===== src/rtl/i2c_req_arbiter.sv =====
// Round-robin arbiter that shares one I2C write master among NUM_REQ requesters.
// Optional macro I2C_TIMEOUT_EN adds a WAIT_DONE timeout that raises err and moves on.
module i2c_req_arbiter #(
    parameter int NUM_REQ     = 4,
    parameter int GAP_CYCLES  = 300000,
    parameter int TIMEOUT_CYC = 1000000
) (
    input  logic                 clk,
    input  logic                 rst_n,
    input  logic [NUM_REQ-1:0]   req,
    input  logic [8*NUM_REQ-1:0] req_addr,
    input  logic [8*NUM_REQ-1:0] req_data,
    output logic [NUM_REQ-1:0]   ack,
    output logic [NUM_REQ-1:0]   overrun,
    input  logic                 clr_overrun,
    output logic                 i2c_start,
    output logic [7:0]           i2c_addr,
    output logic [7:0]           i2c_data,
    input  logic                 i2c_done,
    input  logic                 i2c_nack,
    output logic                 err,
    output logic [2:0]           grant_id,
    output logic                 busy
);

    // state     | meaning
    // IDLE      | waiting for a pending request, picks the next one round-robin
    // ISSUE     | one-cycle start strobe to the I2C master
    // WAIT_DONE | transaction in flight, waiting for i2c_done (or timeout)
    // GAP       | guard interval before the next transaction may start
    typedef enum logic [1:0] {IDLE, ISSUE, WAIT_DONE, GAP} state_t;

    localparam int IW      = $clog2(NUM_REQ);
    localparam int CNT_MAX = (GAP_CYCLES > TIMEOUT_CYC) ? GAP_CYCLES : TIMEOUT_CYC;
    localparam int CW      = $clog2(CNT_MAX) + 1;

    state_t               state;
    logic [NUM_REQ-1:0]   pending;
    logic [NUM_REQ-1:0]   pending_nxt;
    logic [NUM_REQ-1:0]   overrun_nxt;
    logic [7:0]           slot_addr [NUM_REQ];
    logic [7:0]           slot_data [NUM_REQ];
    logic [IW-1:0]        rr_ptr;
    logic [IW-1:0]        grant_idx;
    logic [IW-1:0]        rr_next;
    logic [IW-1:0]        sel_idx;
    logic                 sel_found;
    logic                 take;
    logic [CW-1:0]        cnt;

    always_comb begin
        sel_found = 1'b0;
        sel_idx   = '0;
        for (int k = 0; k < NUM_REQ; k++) begin
            if (!sel_found && pending[(int'(rr_ptr) + k) % NUM_REQ]) begin
                sel_found = 1'b1;
                sel_idx   = IW'((int'(rr_ptr) + k) % NUM_REQ);
            end
        end
    end

    assign take    = (state == IDLE) && sel_found;
    assign rr_next = IW'((int'(grant_idx) + 1) % NUM_REQ);

    // A request on the same edge its slot is granted re-pends without counting as an overrun.
    always_comb begin
        pending_nxt = pending;
        overrun_nxt = clr_overrun ? '0 : overrun;
        if (take)
            pending_nxt[sel_idx] = 1'b0;
        for (int i = 0; i < NUM_REQ; i++) begin
            if (req[i]) begin
                if (pending[i] && !(take && sel_idx == IW'(i)))
                    overrun_nxt[i] = 1'b1;
                pending_nxt[i] = 1'b1;
            end
        end
    end

    always_ff @(posedge clk or negedge rst_n) begin
        if (!rst_n) begin
            state     <= IDLE;
            pending   <= '0;
            overrun   <= '0;
            rr_ptr    <= '0;
            grant_idx <= '0;
            grant_id  <= '0;
            cnt       <= '0;
            ack       <= '0;
            err       <= 1'b0;
            busy      <= 1'b0;
            i2c_start <= 1'b0;
            i2c_addr  <= '0;
            i2c_data  <= '0;
            for (int i = 0; i < NUM_REQ; i++) begin
                slot_addr[i] <= '0;
                slot_data[i] <= '0;
            end
        end else begin
            i2c_start <= 1'b0;
            ack       <= '0;
            err       <= 1'b0;
            pending   <= pending_nxt;
            overrun   <= overrun_nxt;
            for (int i = 0; i < NUM_REQ; i++) begin
                if (req[i]) begin
                    slot_addr[i] <= req_addr[8*i +: 8];
                    slot_data[i] <= req_data[8*i +: 8];
                end
            end

            case (state)
                IDLE: begin
                    if (sel_found) begin
                        i2c_addr  <= slot_addr[sel_idx];
                        i2c_data  <= slot_data[sel_idx];
                        grant_idx <= sel_idx;
                        grant_id  <= 3'(sel_idx);
                        i2c_start <= 1'b1;
                        busy      <= 1'b1;
                        state     <= ISSUE;
                    end
                end
                ISSUE: begin
                    cnt   <= '0;
                    state <= WAIT_DONE;
                end
                WAIT_DONE: begin
                    if (i2c_done) begin
                        for (int i = 0; i < NUM_REQ; i++)
                            ack[i] <= (grant_idx == IW'(i));
                        err    <= i2c_nack;
                        rr_ptr <= rr_next;
                        cnt    <= '0;
                        if (GAP_CYCLES == 0) begin
                            busy  <= 1'b0;
                            state <= IDLE;
                        end else begin
                            state <= GAP;
                        end
                    end
`ifdef I2C_TIMEOUT_EN
                    else if (cnt == CW'(TIMEOUT_CYC - 1)) begin
                        err    <= 1'b1;
                        rr_ptr <= rr_next;
                        cnt    <= '0;
                        if (GAP_CYCLES == 0) begin
                            busy  <= 1'b0;
                            state <= IDLE;
                        end else begin
                            state <= GAP;
                        end
                    end else begin
                        cnt <= cnt + CW'(1);
                    end
`endif
                end
                GAP: begin
                    if (cnt == CW'(GAP_CYCLES - 1)) begin
                        cnt   <= '0;
                        busy  <= 1'b0;
                        state <= IDLE;
                    end else begin
                        cnt <= cnt + CW'(1);
                    end
                end
                default: state <= IDLE;
            endcase
        end
    end

endmodule


===== config.mk =====
export PLATFORM = sky130hd
export DESIGN_NAME = i2c_req_arbiter
export DESIGN_NICKNAME = d
export VERILOG_FILES = /design/src/rtl/i2c_req_arbiter.sv
export SDC_FILE = /design/constraint.sdc
export NUM_CORES = 1
export LEC_CHECK = 0
export CAP_MARGIN = 5
export CELL_PAD_IN_SITES_DETAIL_PLACEMENT = 1
export CELL_PAD_IN_SITES_GLOBAL_PLACEMENT = 1
export CORE_AREA = 4 4 120 122
export DETAILED_ROUTE_END_ITERATION = 10
export DIE_AREA = 0 0 124 126
export MAX_ROUTING_LAYER = met4
export PLACE_DENSITY_LB_ADDON = 0.12
export SETUP_SLACK_MARGIN = 0.4
export SYNTH_ARGS = -nofsm -noshare
export SYNTH_HDL_FRONTEND = slang
export SYNTH_SLANG_ARGS = --single-unit
export TNS_END_PERCENT = 50

===== constraint.sdc =====
create_clock -name clk -period 2.62 [get_ports clk]
set_clock_uncertainty 0.1 [all_clocks]
set_input_delay 0.393 -clock clk [delete_from_list [all_inputs] [get_ports clk]]
set_output_delay 0.393 -clock clk [all_outputs]
set_load 0.1 [all_outputs]

# [Word-level counts from Yosys, hierarchy flattened]
# Cells that the tools add are included.
[word_totals] reg_bits=122 inputBits=73 elab_cells=148
[op_classes] add_sub_neg=5 order_cmp=7 eq_ne=13 mux=57 bitwise_logic=6 reduce_logical=37
[op_table] op="case mux 21 bit (3 select lines)" count=1
[op_table] op="2-to-1 mux 21 bit" count=2
[op_table] op="binary-select mux 8 bit (select 2 bit)" count=2
[op_table] op="2-to-1 mux 8 bit" count=4
[op_table] op="2-to-1 mux 1 bit" count=30
[op_table] op="adder 21 x 1 -> 21 bit, second input constant" count=1
[op_table] op="equality test 21 x 19 -> 1 bit, second input constant" count=1
[op_table] op="2-to-1 mux 4 bit" count=4
[op_table] op="2-to-1 mux 2 bit" count=7
[op_table] op="logical AND 1 bit" count=13
[op_table] op="equality test 2 bit, second input constant" count=6
[op_table] op="< comparator 3 x 4 -> 1 bit, second input constant" count=3
[op_table] op="nonzero test 2 bit" count=5
[op_table] op="binary-select mux 1 bit (select 2 bit)" count=4
[op_table] op="case mux 2 bit (4 select lines)" count=1
[op_table] op="logical NOT 1 bit" count=7
[op_table] op="equality test 2 x 1 -> 1 bit, second input constant" count=3
[op_table] op="logical NOT 2 bit" count=3
[op_table] op="< comparator 2 x 3 -> 1 bit, second input constant" count=2
[op_table] op="!= test 2 bit, second input constant" count=3
[op_table] op="AND reduction 2 bit" count=3
[op_table] op="AND reduction 3 bit" count=2
[op_table] op="OR reduction 2 bit" count=3
[op_table] op="adder 2 x 1 -> 2 bit, second input constant" count=2
[op_table] op="other kinds (10)" count=13

# [Depth between registers and ports, before layout]
# Gate-level depths: netlist of run 1.
[logic_depth] depth_word=22 depth_mapped=8 depth_no_buf=7

# [Worst setup path after synthesis of run 1]
# OpenSTA, ideal clock, no wires.
[synth_path] path_kind="register -> register" startpoint="reg cnt[13]" endpoint="reg state[1]" arrival_ns=1.840 slack_ns=0.552 stages_incl_launch_ff=6 n_path_buf=0 path_cell_list="dfrtp_1 -> or4_4 -> nor4_4 -> a21boi_2 -> nor3_2 -> mux2_1"
[synth_between] elab_chain_cells=3
[synth_rtl] item="start, declared" line_no="49" rtl="logic [CW-1:0] cnt;"
[synth_rtl] item="start signal, assigned" line_no="164" rtl="cnt <= cnt + CW'(1);"
[synth_rtl] item="equality test 21 x 19 -> 1 bit" line_no="159" rtl="if (cnt == CW'(GAP_CYCLES - 1)) begin"
[synth_rtl] item="!= test 2 bit (no line)"
[synth_rtl] item="AND reduction 3 bit (no line)"
[synth_rtl] item="end signal, assigned" line_no="139" rtl="state <= GAP;"
[synth_rtl] item="end signal, assigned" line_no="162" rtl="state <= IDLE;"
[synth_rtl] item="end signal, assigned" line_no="167" rtl="default: state <= IDLE;"
[synth_rtl] item="end, declared" line_no="37" rtl="state_t state;"
# Every way passes these cells.
# A chain may end at the register's enable or synchronous reset.

# [Final worst setup path of run 1]
[layout_path] startpoint="reg cnt[16]" endpoint="reg state[1]"
# The elaborated chain is that of the path after synthesis.

==> results of run 1 <==
through the flow:
step           setup WS, ns  util (%)  power (mW)
2_1_floorplan         0.552         -        5.00
3_3_place_gp          0.446      49.7        5.91
3_5_place_dp          0.294      49.7        5.99
4_1_cts               0.397      55.3        8.76
5_1_grt               0.412      55.4        9.09
6_report              0.494      55.4        8.68
synthesized netlist by cell type (all sizes together) (7+ instances only):
cell type,count,share of area [%]
clkbuf,22,1.5
mux2,66,14
nand4,8,0.93
nor3,7,0.74
nand2,49,3.4
nor2,35,2.4
a31oi,26,3.1
dfrtp,122,57
a222oi,16,3.0
ha,8,1.9
a21oi,7,0.65
o21ai,15,1.4
nand3,11,1.0
inv,11,0.77
flip-flops by register name, summed over array words and instances, names as in the netlist, 2 cells and up:
| signal | cells |
|---|---|
| slot_addr | 32 |
| slot_data | 32 |
| cnt | 21 |
| i2c_addr | 8 |
| i2c_data | 8 |
| ack | 4 |
| overrun | 4 |
| pending | 4 |
| grant_id | 2 |
| rr_ptr | 2 |
| state | 2 |
worst reg2reg max path: stages (launching register included):
cell	delay, ns
dfrtp_1	0.37
or4_4	0.55
nor4_4	0.33
a21boi_4	0.15
nor3_4	0.19
mux2_4	0.32
routing by layer:
layer / up-vias / GRT usage (%) / wire length, µm
li1: 1924 / - / -
met1: 2174 / 23.5 / 5990
met2: 98 / 34.4 / 7980
met3: 19 / 5.74 / 781
met4: 0 / 6.19 / 193
met5: - / - / 0
power by group through the flow:
stage	registers, mW	clock network [mW]	logic (mW)
finish	2.52	2.67	3.48
global route	2.57	2.79	3.72
CTS	2.53	2.71	3.53
detailed placement	2.55	0	3.44
global placement	2.53	0	3.38
floorplan	3.72	0	1.28
how the worst max path moves through the flow:
stage,start,end,slack [ns],cells after the start
2_1_floorplan,cnt[13]$_DFFE_PN0P_,state[1]$_DFFE_PN0P_,0.55,5
3_3_place_gp,i2c_done,cnt[18]$_DFFE_PN0P_,0.45,5
3_5_place_dp,cnt[13]$_DFFE_PN0P_,state[1]$_DFFE_PN0P_,0.29,5
4_1_cts,cnt[16]$_DFFE_PN0P_,state[1]$_DFFE_PN0P_,0.40,5
5_1_grt,state[0]$_DFFE_PN0P_,state[1]$_DFFE_PN0P_,0.41,5
6_report,cnt[16]$_DFFE_PN0P_,state[1]$_DFFE_PN0P_,0.49,5
cell families (layout without fill, tap and decap cells):
group,Yosys count,in the layout
DFF,122,122
and+or+nand+nor,133,133
AOI/OAI and AO/OA,86,86
muxes,69,69
xor gates and xnor gates,6,6
other,1,1
adders and majority gates,8,8
buffers and inverters,37,162
what timing repair did:
item / 4_1_cts / 5_1_grt
setup buffers: 5 / 0
endpoints found under the setup margin: 2 / 9
pin swaps: 3 / 4
endpoints found under the hold margin: 36 / 0
resized for setup: 4 / 3
hold buffers: 1 / 0
area by class of cell:
cell class                 count  area (µm²)
sequential                   122        3050
multi-input combinational    303        2220
inverter                      11        41.3
timing repair buffer         119        1090
clock buffer                  21         460
clock inverter                11         216
fill                        1376        5890
tap                          176         220
==> impl_metrics.csv, run 1 <==
group,metric,value,unit
floorplan,io_pins,103,
final_layout,fin_area,7300,µm²
global_route,grtUsageTotal,20.4,%
logic_synthesis,synth_compound_area_share,11.8,%
final_layout,final_cell_count_no_fill,763,
final_layout,final_common_cell,"dfrtp_1",
logic_synthesis,ys.flop_type,"dfrtp_1",
logic_synthesis,synthXorXnorAreaFrac,0.974,%
hold_path,hold_path.class,"input port to async pin",
detailed_routing,wire_per_inst,19.6,µm
sta,layout_min_cycle_time,2.13,ns
sta,fin_tns_setup,0,ns
critical_path,cp-start-kind,"flip-flop",
power_and_ir_drop,p_clk_share,30.8,%
power_and_ir_drop,swShare,41.4,%
critical_path,slowest_stage,"or4_4",
sta,slew_headroom,51.9,%
placement,place.gp.congestion,0.784,
power_and_ir_drop,pwr-share-seq,29.1,%
critical_path,setup.worst_path.class,"flip-flop to flip-flop",
critical_path,cpPeakStageDelay,0.55,ns
power_and_ir_drop,powerDensity,1190,nW/µm²
sta,slew_violations,0,
logic_synthesis,synthDistinctLibCells,51,
global_route,gr-total-overflow,0,
global_route,grt_max_degree,59,
critical_path,path_max_fanout,5,
floorplan,die_x,124,µm
cts,cts.clk_slew.worst_paths,0.06,ns
floorplan,die_h,126,µm
floorplan,rows,42,
cts,cts_buffers,17,
power_and_ir_drop,p_sw,3.59,mW
logic_synthesis,synth_top_family_by_area,"multiplexers",
global_route,antenna_found_initial,0,
logic_synthesis,synth_edf_count,0,
critical_path,reg2reg_from,"cnt[16]$_DFFE_PN0P_",
logic_synthesis,synthArstFlopShare,100,%
detailed_routing,drt-vias-per-instance,5.52,
logic_synthesis,yosysSeqAreaShare,56.6,%
critical_path,r2r-end,"state[1]$_DFFE_PN0P_",
floorplan,initial_utilization,40.9,%
placement,dp_cells,725,
sta,finalHoldViolCount,0,
sta,tightestPinTransition,0.711,ns
cts,clkLatencyLatePin,0.41,ns
placement,place_area,6550,µm²
logic_synthesis,synthMuxAreaShare,14.3,%
logic_synthesis,yosysWarnings,0,
critical_path,critPathBufInv,0,
logic_synthesis,synthSimpleGateAreaFrac,11.7,%
detailed_routing,drt_wl_total,14900,µm
logic_synthesis,netlist_area,5400,µm²
logic_synthesis,postSynthAreaPerCell,11.7,µm²
global_route,grt_pass1_vias,4627,
final_layout,diodes,0,
logic_synthesis,ys_ff_latch,122,
cts,cts_tree,"done",
detailed_routing,first_iter_violations,266,
power_and_ir_drop,p_leak,3.08,nW
critical_path,path_cells,"or4_4, nor4_4, a21boi_4, nor3_4, mux2_4",
logic_synthesis,netlist_instances,462,
detailed_routing,vias,4215,
power_and_ir_drop,ir_drop,531,µV
logic_synthesis,synthAdderAreaFrac,1.86,%
detailed_routing,drc,0,
detailed_routing,antenna_left,0,
sta,rsz0062_at_grt,"no",
cts,cts.sinks,122,
critical_path,endpoint_kind,"flip-flop",
final_layout,nets,655,
critical_path,r2r_slack,0.49,ns
floorplan,die_area,15600,µm²
critical_path,arrival,2.32,ns
cts,cts-root-buf,"clkbuf_16",
critical_path,rr_worst_depth,5,
sta,final-setup-viol-count,0,
sta,min_period_over_period,81.2,%
global_route,grt_pass1_wl,24000,µm
sta,fmax,0.470,GHz
floorplan,core_area,13200,µm²
sta,holdWs,0.393,ns
power_and_ir_drop,combPwrFrac,40.2,%
placement,dp_hpwl,10100,µm
placement,port_buffers,101,
run,cap_violations,0,
critical_path,required,2.81,ns
final_layout,final_cell_mix,"121 x dfrtp_1, 71 x clkdlybuf4s50_1, 65 x mux2_2",
critical_path,path_delay_family,"simple AND/OR/NAND/NOR gates",
final_layout,layout-drive-gt1-share,26.4,%
cts,cts_buffer_depth,2,
cts,cts_htree_levels,4,
final_layout,area_delta_synth_final,35.3,%
detailed_routing,dr.pass1.iters,7,
power_and_ir_drop,internal_power,5.08,mW
logic_synthesis,syn_nets,543,
status,outcome,"complete, no violations",
Power figures use the tool's default switching activity.
==> run 2, diff against run 1 <==
--- a/config.mk
+++ b/config.mk
@@ -8,9 +8,9 @@
 export CAP_MARGIN = 5
 export CELL_PAD_IN_SITES_DETAIL_PLACEMENT = 1
 export CELL_PAD_IN_SITES_GLOBAL_PLACEMENT = 1
-export CORE_AREA = 4 4 120 122
+export CORE_AREA = 4 4 126 128
 export DETAILED_ROUTE_END_ITERATION = 10
-export DIE_AREA = 0 0 124 126
+export DIE_AREA = 0 0 130 132
 export MAX_ROUTING_LAYER = met4
 export PLACE_DENSITY_LB_ADDON = 0.12
 export SETUP_SLACK_MARGIN = 0.4
==> constraint.sdc (replaced) <==
create_clock -name clk -period 1.93 [get_ports clk]
set_clock_uncertainty 0.1 [all_clocks]
set_input_delay 0.2895 -clock clk [delete_from_list [all_inputs] [get_ports clk]]
set_output_delay 0.2895 -clock clk [all_outputs]
set_load 0.1 [all_outputs]
==> run 2 against run 1 <==
The run now ends with negative setup slack left. Sequential power up 38%. Maximum frequency up 6.1%. First-iteration DRC count down 9.0%. Wire length up 6.0%. Critical path type unchanged. Largest cell class unchanged.
==> impl_metrics.csv, run 2 (synthesis gave the netlist of run 1 again) <==
group,metric,value,unit
placement,place.gp.congestion,0.849,
detailed_routing,vias,4333,
critical_path,rr_worst_depth,5,
sta,tightestPinTransition,0.553,ns
placement,port_buffers,101,
sta,slew_violations,0,
sta,fin_tns_setup,-0.539,ns
sta,min_period_over_period,104,%
power_and_ir_drop,ir_drop,848,µV
placement,dp_hpwl,10900,µm
sta,final-setup-viol-count,13,
critical_path,cp-start-kind,"flip-flop",
global_route,antenna_found_initial,0,
cts,cts-root-buf,"clkbuf_16",
status,violations,"negative setup slack",
cts,cts_buffers,17,
global_route,grtUsageTotal,20.0,%
detailed_routing,wire_per_inst,19.1,µm
detailed_routing,drc,0,
final_layout,nets,708,
cts,clkLatencyLatePin,0.42,ns
final_layout,top_regs,"slot_addr (32), slot_data (32), cnt (21)",
floorplan,die_x,130,µm
global_route,grt_pass1_wl,25700,µm
final_layout,final_common_cell,"dfrtp_1",
critical_path,reg2reg_from,"cnt[16]$_DFFE_PN0P_",
final_layout,final_cell_mix,"115 x dfrtp_1, 71 x clkdlybuf4s50_1, 65 x mux2_2",
power_and_ir_drop,p_leak,3.45,nW
critical_path,arrival,2.21,ns
sta,rsz0062_at_grt,"yes",
cts,cts_tree,"done",
sta,finalHoldViolCount,0,
cts,cts.sinks,122,
critical_path,required,2.14,ns
critical_path,endpoint_kind,"flip-flop",
floorplan,die_area,17200,µm²
cts,cts_buffer_depth,2,
cts,cts_htree_levels,4,
detailed_routing,dr.pass1.iters,5,
sta,slew_headroom,63.1,%
floorplan,io_pins,103,
floorplan,core_area,14900,µm²
cts,cts.clk_slew.worst_paths,0.06,ns
global_route,grt_max_degree,42,
critical_path,r2r-end,"state[1]$_DFFE_PN0P_",
final_layout,layout-drive-gt1-share,37.7,%
floorplan,initial_utilization,36.3,%
critical_path,setup.worst_path.class,"flip-flop to flip-flop",
floorplan,rows,45,
run,cap_violations,0,
detailed_routing,antenna_left,0,
sta,layout_min_cycle_time,2.00,ns
critical_path,path_max_fanout,2,
power_and_ir_drop,powerDensity,1600,nW/µm²
global_route,grt_pass1_vias,4823,
final_layout,diodes,0,
sta,worst_slack,-0.0732,ns
detailed_routing,drt_wl_total,15800,µm
critical_path,r2r_slack,-0.07,ns
global_route,gr-total-overflow,0,
final_layout,post-route-util,54.3,%
detailed_routing,first_iter_violations,242,
sta,fmax,0.499,GHz
detailed_routing,drt-vias-per-instance,5.23,
power_and_ir_drop,fin_total_pwr,12.9,mW
hold_path,hold_path.class,"input port to async pin",
floorplan,die_h,132,µm
final_layout,area_delta_synth_final,49.7,%
status,outcome,"finished with violations",
==> run 2: worst max-delay path by stage <==
stage               cells after the start           startpoint                   end  slack [ns]
floorplan                               5  cnt[13]$_DFFE_PN0P_  state[1]$_DFFE_PN0P_       -0.13
global placement                        5  cnt[16]$_DFFE_PN0P_  state[1]$_DFFE_PN0P_       -0.07
detailed placement                      5  cnt[16]$_DFFE_PN0P_  state[1]$_DFFE_PN0P_       -0.14
CTS                                     5  cnt[16]$_DFFE_PN0P_  state[1]$_DFFE_PN0P_       -0.09
global route                            7  cnt[16]$_DFFE_PN0P_   cnt[14]$_DFFE_PN0P_       -0.16
finish                                  5  cnt[16]$_DFFE_PN0P_  state[1]$_DFFE_PN0P_       -0.07
==> run 2: final cells by class <==
class                   instances  area (µm²)
clock inverters                12         138
clock buffers                  20         457
inverters                      11        43.8
repair buffers                172        1750
well taps                     188         235
multi-input cells             303        2380
fillers                      1557        6790
flip-flops and latches        122        3070
==> run 2: power breakdown <==
part | leakage, nW | total, mW | internal (mW) | switching [mW]
Clock | 0.276 | 3.21 | 1.98 | 1.23
Sequential | 1.46 | 3.47 | 3.05 | 0.417
Combinational | 1.71 | 6.22 | 2.43 | 3.79
Total | 3.45 | 12.9 | 7.46 | 5.44
==> run 2: worst max-delay path: stages, from the launching register on <==
cell and delay (ns):
dfrtp_1 0.37, or4_4 0.54, nor4_4 0.26, a21boi_2 0.10, nor3_2 0.20, mux2_4 0.32
==> run 2: routing by layer <==
metal / global-route usage, % / vias up / part of all wire, %
li1: - / 2023 / -
met1: 23.8 / 2215 / 42
met2: 32.3 / 84 / 52
met3: 6.93 / 11 / 5.5
met4: 5.31 / 0 / 0.89
met5: - / - / 0
==> run 2: metrics by stage <==
stage	cells	instance area (µm²)	worst slack (ns)	hold slack, ns
after global routing	828	8080	-0.163	0.342
final	828	8080	-0.0732	0.299
after floorplan	462	5530	-0.127	-0.106
after detailed placement	778	7110	-0.138	0.220
after global placement	778	7110	-0.0676	0.210
after CTS	823	7980	-0.0870	0.303
==> run 2: what timing repair did <==
item	4_1_cts	5_1_grt
hold endpoints to repair	35	0
resized for setup	46	15
endpoints found under the setup margin	51	54
hold buffers	1	0
pin swaps	54	40
buffers inserted	12	5
==> run 3, diff against run 2 <==
--- a/config.mk
+++ b/config.mk
@@ -6,11 +6,9 @@
 export NUM_CORES = 1
 export LEC_CHECK = 0
 export CAP_MARGIN = 5
-export CELL_PAD_IN_SITES_DETAIL_PLACEMENT = 1
-export CELL_PAD_IN_SITES_GLOBAL_PLACEMENT = 1
-export CORE_AREA = 4 4 126 128
+export CORE_AREA = 4 4 104 106
 export DETAILED_ROUTE_END_ITERATION = 10
-export DIE_AREA = 0 0 130 132
+export DIE_AREA = 0 0 108 110
 export MAX_ROUTING_LAYER = met4
 export PLACE_DENSITY_LB_ADDON = 0.12
 export SETUP_SLACK_MARGIN = 0.4
==> constraint.sdc (replaced) <==
create_clock -name clk -period 2.5 [get_ports clk]
set_clock_uncertainty 0.1 [all_clocks]
set_input_delay 0.375 -clock clk [delete_from_list [all_inputs] [get_ports clk]]
set_output_delay 0.375 -clock clk [all_outputs]
set_load 0.1 [all_outputs]
==> run 3 against run 2 <==
The run now ends clean. Flip-flop and latch count unchanged. Maximum frequency decreased by 7.2%. Sequential share of layout area increased by 4.7 points. Highest routed layer unchanged. Via count decreased by 3.1%. Combinational power decreased by 42%. Core utilization increased by 19 points. Count of clock-buffer cells in the layout unchanged. Critical path type unchanged.
==> impl_metrics.csv, run 3 (synthesis gave the netlist of run 1 again) <==
group,metric,value,unit
status,outcome,"complete, no violations",
cts,cts.sinks,122,
placement,dp_hpwl,8810,µm
final_layout,fin_area,7160,µm²
floorplan,die_area,11900,µm²
floorplan,rows,36,
final_layout,diodes,0,
detailed_routing,antenna_left,0,
sta,finalHoldViolCount,0,
floorplan,die_x,108,µm
cts,cts-root-buf,"clkbuf_8",
global_route,grt-busiest-layer,"met2",
placement,place_area,6500,µm²
sta,final-setup-viol-count,0,
detailed_routing,drt_wl_total,13300,µm
floorplan,die_h,110,µm
sta,min_period_over_period,86.4,%
detailed_routing,drt-vias-per-instance,5.85,
sta,layout_min_cycle_time,2.16,ns
global_route,antenna_found_initial,0,
cts,clkLatencyLatePin,0.52,ns
critical_path,setup.worst_path.class,"flip-flop to flip-flop",
detailed_routing,first_iter_violations,226,
floorplan,io_pins,103,
sta,tightestPinTransition,0.688,ns
critical_path,required,2.79,ns
sta,fmax,0.463,GHz
final_layout,top_regs,"slot_addr (32), slot_data (32), cnt (21)",
cts,cts_tree,"done",
detailed_routing,dr.pass1.iters,7,
global_route,met1_usage,29.0,%
sta,slew_violations,0,
detailed_routing,drc,0,
floorplan,initial_utilization,55.2,%
detailed_routing,vias,4198,
final_layout,area_delta_synth_final,32.8,%
power_and_ir_drop,powerDensity,1210,nW/µm²
power_and_ir_drop,p_leak,3.04,nW
critical_path,slowest_stage,"or4_4",
final_layout,nets,655,
hold_path,hold_path.class,"input port to async pin",
cts,cts.clk_slew.worst_paths,0.06,ns
cts,cts_buffers,17,
detailed_routing,wire_per_inst,18.5,µm
floorplan,core_area,9770,µm²
critical_path,crit_start,"cnt[13]$_DFFE_PN0P_",
sta,fin_tns_setup,0,ns
critical_path,path_cells,"or4_4, nor4_4, a21boi_4, nor3_2, mux2_1",
critical_path,reg2reg_from,"cnt[13]$_DFFE_PN0P_",
final_layout,layout-drive-gt1-share,26.3,%
critical_path,cpPeakStageDelay,0.55,ns
global_route,met2_usage,40.2,%
power_and_ir_drop,ir_drop,657,µV
critical_path,endpoint_kind,"flip-flop",
critical_path,path_max_fanout,8,
global_route,grt_pass1_wl,21500,µm
global_route,grtUsageTotal,24.5,%
global_route,grt_pass1_vias,4392,
placement,place.gp.congestion,0.864,
global_route,gr-total-overflow,0,
cts,cts_htree_levels,4,
critical_path,arrival,2.45,ns
global_route,grt_max_degree,45,
placement,port_buffers,101,
sta,slew_headroom,54.1,%
final_layout,final_cell_mix,"122 x dfrtp_1, 71 x clkdlybuf4s50_1, 65 x mux2_2",
run,cap_violations,0,
global_route,grt_use_met3,7.28,%
cts,cts_buffer_depth,2,
final_layout,final_common_cell,"dfrtp_1",
sta,rsz0062_at_grt,"yes",
critical_path,cp-start-kind,"flip-flop",
## run 3: what timing repair did
item	4_1_cts	5_1_grt
hold endpoints to repair	36	0
pin swaps	4	3
setup endpoints to repair	8	20
hold buffers	1	0
resized for setup	3	3
buffers inserted	4	0
## run 3: path summary, 6_finish.rpt
check,to,slack (ns),cells past startpoint
max,state[1]$_DFFE_PN0P_,0.34,5
min,ack[1]$_DFF_PN0_,0.28,2
max reg2reg,state[1]$_DFFE_PN0P_,0.34,5
min reg2reg,overrun[3]$_DFF_PN0_,0.40,1
max in group asynchronous,busy$_DFFE_PN0P_,1.41,3
min in group clk,slot_addr[28]$_DFFE_PN0P_,0.36,2
## run 3: worst max-delay path: cells and delay by family, from the launching register on
kind / cells / cell delay, ns
AO/OA/AOI/OAI: 1 / 0.14
flip-flops: 1 / 0.38
multiplexers: 1 / 0.34
AND/OR/NAND/NOR: 3 / 1.07
## run 3: metal layers
metal	wire length, µm	up-vias	part of all wire (%)
met1	5500	2121	41
met3	879	23	6.6
met2	6680	147	50
met4	227	0	1.7
li1	-	1907	-
met5	0	-	0
## run 3: power by group
group	switching, mW	internal, mW	total, mW
sequential	0.292	2.34	2.63
clock	0.879	1.56	2.44
combinational	2.54	1.04	3.58
total	3.71	4.95	8.66
## run 3: area by class of cell
class | instances | area (µm²)
clock inverters | 10 | 145
inverters | 11 | 41.3
repair buffers | 119 | 1090
flip-flops and latches | 122 | 3050
well taps | 133 | 166
multi-input cells | 303 | 2230
fillers | 670 | 2610
clock buffers | 20 | 445
## run 3: stage by stage
| step | cells | setup slack, ns | power (mW) | hold slack [ns] | utilization, % |
|---|---|---|---|---|---|
| floorplan | 462 | 0.432 | 5.24 | -0.0206 | - |
| global placement | 683 | 0.347 | 6.14 | 0.296 | 66.5 |
| detailed placement | 683 | 0.294 | 6.21 | 0.292 | 66.5 |
| CTS | 718 | 0.293 | 8.69 | 0.288 | 73.2 |
| global route | 718 | 0.303 | 9.03 | 0.329 | 73.3 |
| finish | 718 | 0.341 | 8.66 | 0.279 | 73.3 |
